--- src/rtl/xor_frame_parity.sv ---
// Accumulates per-lane XOR parity of the two XOR-stage bits over FRAME_LEN beats,
// holds the frame result until consumed, and counts completed frames (saturating).
module xor_frame_parity #(
  parameter int unsigned FRAME_LEN = 8,
  parameter int unsigned CNT_W     = 8
) (
  input  logic             clk,
  input  logic             rst_n,
  input  logic             in_valid,
  output logic             in_ready,
  input  logic             in_c,
  input  logic             in_d,
  input  logic             in_flush,
  output logic             out_valid,
  input  logic             out_ready,
  output logic [1:0]       out_par,
  output logic [CNT_W-1:0] frame_cnt
);

  typedef enum logic [1:0] {
    IDLE  = 2'd0,
    ACCUM = 2'd1,
    HOLD  = 2'd2
  } state_t;

  localparam logic [7:0] LEN = 8'(FRAME_LEN);

  state_t           state_q, state_d;
  logic [1:0]       acc_q, acc_d;
  logic [7:0]       cnt_q, cnt_d;
  logic [1:0]       par_q, par_d;
  logic             ovalid_q, ovalid_d;
  logic [CNT_W-1:0] fcnt_q, fcnt_d;
  logic [1:0]       beat;
  logic             accept;

  assign beat      = {in_d, in_c};
  assign in_ready  = (state_q != HOLD);
  assign accept    = in_valid && in_ready;
  assign out_valid = ovalid_q;
  assign out_par   = par_q;
  assign frame_cnt = fcnt_q;

  always_ff @(posedge clk or negedge rst_n) begin
    if (!rst_n) begin
      state_q  <= IDLE;
      acc_q    <= '0;
      cnt_q    <= '0;
      par_q    <= '0;
      ovalid_q <= 1'b0;
      fcnt_q   <= '0;
    end else begin
      state_q  <= state_d;
      acc_q    <= acc_d;
      cnt_q    <= cnt_d;
      par_q    <= par_d;
      ovalid_q <= ovalid_d;
      fcnt_q   <= fcnt_d;
    end
  end

  always_comb begin
    state_d  = state_q;
    acc_d    = acc_q;
    cnt_d    = cnt_q;
    par_d    = par_q;
    ovalid_d = ovalid_q;
    fcnt_d   = fcnt_q;
    unique case (state_q)
      IDLE: begin
        if (in_flush) begin
          acc_d = '0;
          cnt_d = '0;
        end else if (accept) begin
          if (LEN == 8'd1) begin
            par_d    = beat;
            ovalid_d = 1'b1;
            state_d  = HOLD;
          end else begin
            acc_d   = beat;
            cnt_d   = 8'd1;
            state_d = ACCUM;
          end
        end
      end
      ACCUM: begin
        if (in_flush) begin
          acc_d   = '0;
          cnt_d   = '0;
          state_d = IDLE;
        end else if (accept) begin
          // Final beat folds straight into the result register; acc restarts clean.
          if (cnt_q + 8'd1 == LEN) begin
            par_d    = acc_q ^ beat;
            ovalid_d = 1'b1;
            acc_d    = '0;
            cnt_d    = '0;
            state_d  = HOLD;
          end else begin
            acc_d = acc_q ^ beat;
            cnt_d = cnt_q + 8'd1;
          end
        end
      end
      HOLD: begin
        if (out_ready) begin
          ovalid_d = 1'b0;
          state_d  = IDLE;
          if (fcnt_q != '1) fcnt_d = fcnt_q + CNT_W'(1);
        end
      end
      default: state_d = IDLE;
    endcase
  end

endmodule

--- config.mk ---
export PLATFORM = sky130hd
export DESIGN_NAME = xor_frame_parity
export DESIGN_NICKNAME = d
export VERILOG_FILES = /design/src/rtl/xor_frame_parity.sv
export SDC_FILE = /design/constraint.sdc
export NUM_CORES = 1
export LEC_CHECK = 0
export ABC_AREA = 1
export CORE_MARGIN = 2
export CORE_UTILIZATION = 45
export DETAILED_ROUTE_END_ITERATION = 8
export PLACE_DENSITY = 0.72
export SYNTH_ARGS = -nofsm -noshare
export SYNTH_HDL_FRONTEND = slang
export SYNTH_SLANG_ARGS = --single-unit
export TNS_END_PERCENT = 1
--- constraint.sdc ---
create_clock -name clk -period 2.6 [get_ports clk]
set_clock_uncertainty 0.05 [all_clocks]
set_input_delay 0.39 -clock clk [delete_from_list [all_inputs] [get_ports clk]]
set_output_delay 0.39 -clock clk [all_outputs]
set_load 0.005 [all_outputs]
==> run metrics <==
status=finished, final reports clean; Worst-Margin Slew=324 ps; FILL cells=265; CP Capture Type=primary output; Yosys cell types=26; final wirelength=2660 um; Synth Warn #=0; drt initial violations=19; Chip Width=57.8 um; max frequency=0.525 GHz; Post-layout nets=192; fin crit share=73.2%; DR DRC count=0; # H-tree levels=1; # diodes=0; commonest non-fill, non-tap cell in the layout=nand2_1; via count=1100; initial antenna violation count=0; RR Endpoint=state_q[0]$_DFFE_PN0P_; Critical Path Start=state_q[1]$_DFFE_PN0P_; PwrDens=662 mW/mm^2; hold_ws=361 ps; PortBufs=18; IO Count=19; critical path startpoint category=register; core area=0.00276 mm^2; DIE AREA=0.00334 mm^2; global-route wire length before repair=4500 um; Vias/cell=5.16; Root Driver=clkbuf_4; CTS sink count=23; CTS buffer count=3; flops & latches, synth=23; layout cells sized above 1=14.3%; Post-DP HPWL=2070 um; Routability Congestion=0.879; Total Routing Usage GR=17.2%; Hold Path Class=in2async; Final ANT Viol Nets=0; Final Hold Fails=0; DRT Pass-1 Iters=4; vias in the first global route=1048; P_leak=0.732 nW; worst skew pair latency=310 ps; Initial Utilization=47.1%; largest net degree at the start of global routing=24; Final Max Tran Viols=0; Die Ht=57.8 um; post-synthesis cell count=160; aggregate global routing overflow=0; TNS Setup=0 ps; Setup violations, final=0; Max-slew headroom=78.3%; commonest non-fill, non-tap cells in the layout=nand2_1, dfrtp_1, inv_1, clkdlybuf4s50_1, nand3_1; CTS max path bufs=2; total of max-cap violations=0; cts repair resizes=0; TritonCTS clock tree=done; WL/cell=12.5 um; Worst-path clk slew=140 ps; syn_area_per_cell=8.12 um^2; post-synthesis sequential area ratio=44.3%; # hold bufs at CTS=0; Row Count=19; cell area after synthesis=0.00130 mm^2; R2R depth=10; start of the worst register-to-register path=cnt_q[1]$_DFFE_PN0P_; area delta synth->final=19.2%; r2r setup slk=920 ps; Setup WS post-layout=696 ps; Final min period=1900 ps; worst vdd ir=0.453 mV; post-synth net total=169; RSZ-0062 raised after global routing=no; pre-CTS setup slack=657 ps; Post-CTS Setup Repair Bufs=0; Critical Path RT=2160 ps; Worst Path Arrival=1460 ps; Setup CP Type=reg2out; worst-path fanout max=5
-- per-stage QoR --
| step | instances | area [um^2] | total power, mW | util, % |
|---|---|---|---|---|
| final | 213 | 1550 | 1.03 | 56.2 |
| after floorplan | 160 | 1300 | 0.724 | - |
| after detailed placement | 209 | 1520 | 0.867 | 55.2 |
| after global placement | 209 | 1520 | 0.844 | 55.2 |
| after global routing | 213 | 1550 | 1.10 | 56.2 |
| after CTS | 213 | 1550 | 1.04 | 56.2 |
-- worst max path at each step --
stage / end / slack (ps) / cells past startpoint
after detailed placement: cnt_q[2]$_DFFE_PN0P_ / 660 / 8
after global placement: cnt_q[2]$_DFFE_PN0P_ / 740 / 8
final: in_ready / 700 / 4
after CTS: in_ready / 680 / 4
after floorplan: state_q[0]$_DFFE_PN0P_ / 1110 / 9
after global routing: in_ready / 630 / 4
-- cell families (layout without fill, tap and decap cells) --
group | after synthesis | after routing | share of synthesized area (%)
AOI/OAI and AO/OA | 20 | 20 | 9.62
xor gates and xnor gates | 9 | 9 | 6.06
adders and majority gates | 2 | 2 | 1.92
and+or+nand+nor | 82 | 82 | 31.1
DFF | 23 | 23 | 44.3
buffers and inverters | 24 | 46 | 7.03
-- layout make-up --
cell class / instances / area, um^2 / area share, %
multi-input combinational: 113 / 633 / 40.9
sequential: 23 / 576 / 37.2
timing repair buffer: 19 / 188 / 12.1
inverter: 23 / 86.3 / 5.57
tap: 31 / 38.8 / 2.50
clock buffer: 3 / 22.5 / 1.45
clock inverter: 1 / 5.00 / 0.323
-- synth_stat cells --
cell      number  share of area (%)
nand4_2        1               0.96
buf_2          1               0.38
nand2_1       43                 12
inv_1         19                5.5
nor3_2         1               0.77
nor2_2         4                1.9
xor2_1         8                5.4
nor2_1        10                2.9
nand3_4        1                1.3
o21ai_1        2               0.77
ha_1           2                1.9
nor2_4         3                2.6
o21bai_2       1               0.87
a21oi_1        7                2.7
nand2_2        4                1.9
o22ai_1        3                1.4
nor4_1         1               0.48
nand3_1       12                4.6
nand3_2        1               0.77
xnor2_1        1               0.67
inv_2          4                1.2
a21oi_4        1                1.3
a22o_1         1               0.67
dfrtp_1       23                 44
o21ai_0        5                1.9
nor3_1         1               0.38
-- flip-flops by register name, indices dropped and copies added, names as in the netlist --
name and cells:
out_valid 1, acc_q 2, out_par 2, cnt_q 8
state_q 2, frame_cnt 8
-- power by group --
part / total [mW] / switching, mW / internal, mW
logic: 0.350 / 0.196 / 0.154
clock network: 0.169 / 0.112 / 0.0574
registers: 0.507 / 0.0796 / 0.427
total: 1.03 / 0.387 / 0.639
-- layer usage --
layer	wire length (um)	part of all wire, %	track usage (%)	vias to the layer above
met5	0	0	0	-
met4	19	0.71	4.98	0
met3	100	3.8	2.23	2
met2	1310	49	29.7	23
met1	1230	46	22.7	521
li1	-	-	-	554
-- critical path: stages (launching register included) --
cell	delay, ps
dfrtp_1	420
inv_2	110
nor2_2	50
inv_1	80
clkdlybuf4s50_1	490
(Power assumes the default switching activity.)
==> edit 1: new RTL, same settings <==
`CNT_W`: 8 -> 12.
--- a/src/rtl/xor_frame_parity.sv
+++ b/src/rtl/xor_frame_parity.sv
@@ -3,5 +3,5 @@
 module xor_frame_parity #(
   parameter int unsigned FRAME_LEN = 8,
-  parameter int unsigned CNT_W     = 8
+  parameter int unsigned CNT_W     = 12
 ) (
   input  logic             clk,
Interface: changed (resized frame_cnt); port bits go from 19 to 23. No check against the original RTL was run, so the function may have changed too.
==> edit 1 against the original RTL <==
  * Total power is 13% lower
  * Synthesized cell count is 19% higher
  * Utilization hardly changed
  * Area after synthesis is 19% higher
  * Sequential cell count is 4 higher
  * Cell area is 20% higher
  * Worst setup slack worse by 0.051 ns
  * Routed wire length is 7.6% higher
  * Largest cell class unchanged
==> edit 1: results (changes against the original RTL) <==
{| class="wikitable"
! Metric !! Value
|-
| Max rail drop VDD || 256 uV (-44%)
|-
| Post-place setup slack || 0.800 ns (+0.143 ns)
|-
| Post-synthesis instance total || 190 (+19%)
|-
| First DRT Iteration DRCs || 43 (+24)
|-
| Switch Pwr || 0.286 mW (-26%)
|-
| Count of input and output buffers || 22 (+4)
|-
| Final non-filler cell total || 263 (+23%)
|-
| Latest clock arrival within the worst-skew pair || 0.33 ns (+0.02 ns)
|-
| Fraction of the mapped netlist area in compound gates || 8.35% (-1.3 points)
|-
| Net count reported at finish || 227 (+18%)
|-
| Met2 Use GR || 25.1% (-4.6 points)
|-
| Area of placed instances || 1830 um^2 (+20%)
|-
| M1 wire length || 1470 um (+20%)
|-
| Worst path arrival time || 1.51 ns (+0.05 ns)
|-
| Pin slew with the least headroom to its limit || 0.349 ns (+0.0255 ns)
|-
| Fill count || 333 (+26%)
|-
| Min setup slack post-route || 0.645 ns (-0.0505 ns)
|-
| Setup slack of the most critical reg-to-reg path || 0.87 ns (-0.05 ns)
|-
| Share of synthesized cell area in full adder, half adder and majority cells || 1.62% (-0.30 points)
|-
| Share of post-route cells with drive strength above 1 || 15.2% (+0.92 points)
|-
| Routability congestion estimate || 0.829 (-5.7%)
|-
| Per-cell routed wire length || 10.9 um (-13%)
|-
| Pin count of the biggest net entering global routing || 28 (+17%)
|-
| Global-route usage over all layers || 16.3% (-0.95 points)
|-
| Number of distinct library cells after synthesis || 25 (-3.8%)
|-
| Minimum hold slack || 0.356 ns (-0.00543 ns)
|-
| Half-perimeter wire length of the detailed placement result || 2150 um (+4.0%)
|-
| Cell types occupying the most area after synthesis || sky130_fd_sc_hd__dfrtp_1, sky130_fd_sc_hd__nand2_1, sky130_fd_sc_hd__inv_1
|-
| GR Layer Usage met3 || 1.98% (-0.25 points)
|-
| Status || finished, final reports clean
|-
| Sw frac || 32.1% (-5.6 points)
|-
| Amount of wire on met2 after detailed routing || 1220 um (-6.6%)
|-
| Total number of vias || 1282 (+17%)
|-
| Leakage Power || 0.840 nW (+15%)
|-
| Wire length of the first global-routing pass || 5180 um (+15%)
|-
| Power drawn by the clock network || 0.190 mW (+12%)
|-
| Synthesized netlist net count || 199 (+18%)
|-
| Sequential power || 0.500 mW (-1%)
|-
| R2r startpoint || cnt_q[0]$_DFFE_PN0P_
|-
| Post-layout utilization of the core || 56.2% (about the same)
|}
## edit 1: cell types whose count changed in the layout (fill, tap and decap cells not counted), moves of 2 or more
cell / unedited run / this run
sky130_fd_sc_hd__nand2_1: 43 / 41
sky130_fd_sc_hd__nand3_2: 1 / 4
sky130_fd_sc_hd__nor2_1: 10 / 13
sky130_fd_sc_hd__o21ai_0: 5 / 7
sky130_fd_sc_hd__nand2_4: 0 / 3
sky130_fd_sc_hd__inv_1: 19 / 25
sky130_fd_sc_hd__nand4_1: 0 / 4
sky130_fd_sc_hd__clkdlybuf4s50_1: 18 / 22
sky130_fd_sc_hd__o21ai_1: 2 / 5
sky130_fd_sc_hd__a21oi_1: 7 / 10
sky130_fd_sc_hd__nand2_2: 4 / 6
sky130_fd_sc_hd__dfrtp_1: 23 / 27
## edit 1: layout make-up
class | instances | area share, %
multi-input combinational | 133 | 40.3
inverter | 29 | 5.99
sequential | 27 | 36.3
clock inverter | 1 | 0.403
timing repair buffer | 24 | 12.6
clock buffer | 3 | 1.21
tap | 46 | 3.09
==> edit 2: new RTL, config.mk and constraints unchanged <==
Without the edit above. The 3 states of `state_t` get a one-hot encoding in 3 bits.
--- a/src/rtl/xor_frame_parity.sv
+++ b/src/rtl/xor_frame_parity.sv
@@ -18,8 +18,8 @@
 );
 
-  typedef enum logic [1:0] {
-    IDLE  = 2'd0,
-    ACCUM = 2'd1,
-    HOLD  = 2'd2
+  typedef enum logic [2:0] {
+    IDLE  = 3'b001,
+    ACCUM = 3'b010,
+    HOLD  = 3'b100
   } state_t;
 
Behaviour: no difference found for any inputs over 10 cycles, from zero or initial values and one cycle with rst_n low; not proved beyond that.
==> edit 2 against the original RTL <==
  * Worst setup slack got worse by 0.13 ns
  * Routed wire length decreased by 2.8%
  * Critical path depth decreased by 1
  * Global-route usage decreased by 1.5 points
  * Cell area increased by 9.5%
  * Area after synthesis increased by 10%
  * Register-to-register slack got worse by 0.08 ns
  * Sequential cell count increased by 1
  * Utilization decreased by 0.64 points
  * Total power increased by 18%
  * Highest routed layer unchanged
==> edit 2: results (changes against the original RTL) <==
{| class="wikitable"
! Metric !! Value
|-
| Portion of netlist area occupied by mux cells || 0.785% (+0.78 points)
|-
| Synthesized netlist net count || 175 (+3.6%)
|-
| Sw frac || 38.7% (+0.94 points)
|-
| Dpl cells || 227 (+8.6%)
|-
| First DRT Iteration DRCs || 22 (+3)
|-
| Full die area || 3660 um^2 (+9.6%)
|-
| Fill count || 307 (+16%)
|-
| Clock network area share || 2.14% (+0.36 points)
|-
| Wire length of the first global-routing pass || 4310 um (-4.1%)
|-
| Share of post-route cells with drive strength above 1 || 20.3% (+6.0 points)
|-
| Net count reported at finish || 197 (+2.6%)
|-
| Total wirelength of the detailed-routed design || 2590 um (-2.8%)
|-
| Sequential area share after synthesis || 41.9% (-2.3 points)
|-
| Status || finished, final reports clean
|-
| Post-place setup slack || 0.646 ns (-0.0112 ns)
|-
| Flip-flop and latch count after synthesis || 24 (+4.3%)
|-
| Switch Pwr || 0.467 mW (+21%)
|-
| Max rail drop VDD || 486 uV (+7.3%)
|-
| Global-route usage over all layers || 15.7% (-1.5 points)
|-
| Number of inverters outside the clock class in the layout || 20 (-13%)
|-
| Sequential standard cell area || 602 um^2 (+4.6%)
|-
| Fraction of the mapped netlist area in compound gates || 7.06% (-2.6 points)
|-
| Endpoint of the most critical register-to-register path || state_q[1]$_DFFE_PN0P_
|-
| Post-layout utilization of the core || 55.5% (-0.64 points)
|-
| Critical Path Fanout Max || 6 (+1)
|-
| Largest incremental delay on the critical path || 0.58 ns (+0.09 ns)
|-
| Area of placed instances || 1660 um^2 (+9.0%)
|-
| Sequential power || 0.533 mW (+5.1%)
|}
[edit 2: changes by cell type in the layout (fill, tap and decap cells not counted), sizes merged, moves of 2 or more]
cell / change
nand2: -8
nand3: +5
nand4: +5
inv: -3
nor2: +3
nor3: +2
xnor2: +2
xor2: -2
[edit 2: how the worst max path moves through the flow]
stage | startpoint | end | slack [ns] | depth (start not counted)
5_1_grt | state_q[0]$_DFFE_PN1P_ | in_ready | 0.48 | 3
3_3_place_gp | in_flush | state_q[1]$_DFFE_PN0P_ | 0.74 | 8
6_report | state_q[0]$_DFFE_PN1P_ | in_ready | 0.56 | 3
4_1_cts | state_q[0]$_DFFE_PN1P_ | in_ready | 0.55 | 3
2_1_floorplan | cnt_q[0]$_DFFE_PN0P_ | out_par[0]$_DFFE_PN0P_ | 1.03 | 11
3_5_place_dp | in_flush | state_q[1]$_DFFE_PN0P_ | 0.65 | 8
[edit 2: logic make-up (layout without fill, tap and decap cells)]
group | count (synthesis) | in the layout
AND/OR/NAND/NOR | 89 | 89
flip-flops | 24 | 24
buffers and inverters | 22 | 43
AO/OA/AOI/OAI | 19 | 19
XOR/XNOR | 9 | 9
adder cells (fa/ha/maj) | 2 | 2
multiplexers | 1 | 1
[edit 2: per-layer routing]
| layer | track usage, % | share of wire (%) | routed length [um] | vias up |
|---|---|---|---|---|
| li1 | - | - | - | 594 |
| met1 | 19.6 | 47 | 1200 | 529 |
| met2 | 27.6 | 49 | 1270 | 19 |
| met3 | 2.56 | 3.4 | 87 | 2 |
| met4 | 5.28 | 0.81 | 21 | 0 |
| met5 | 0 | 0 | 0 | - |
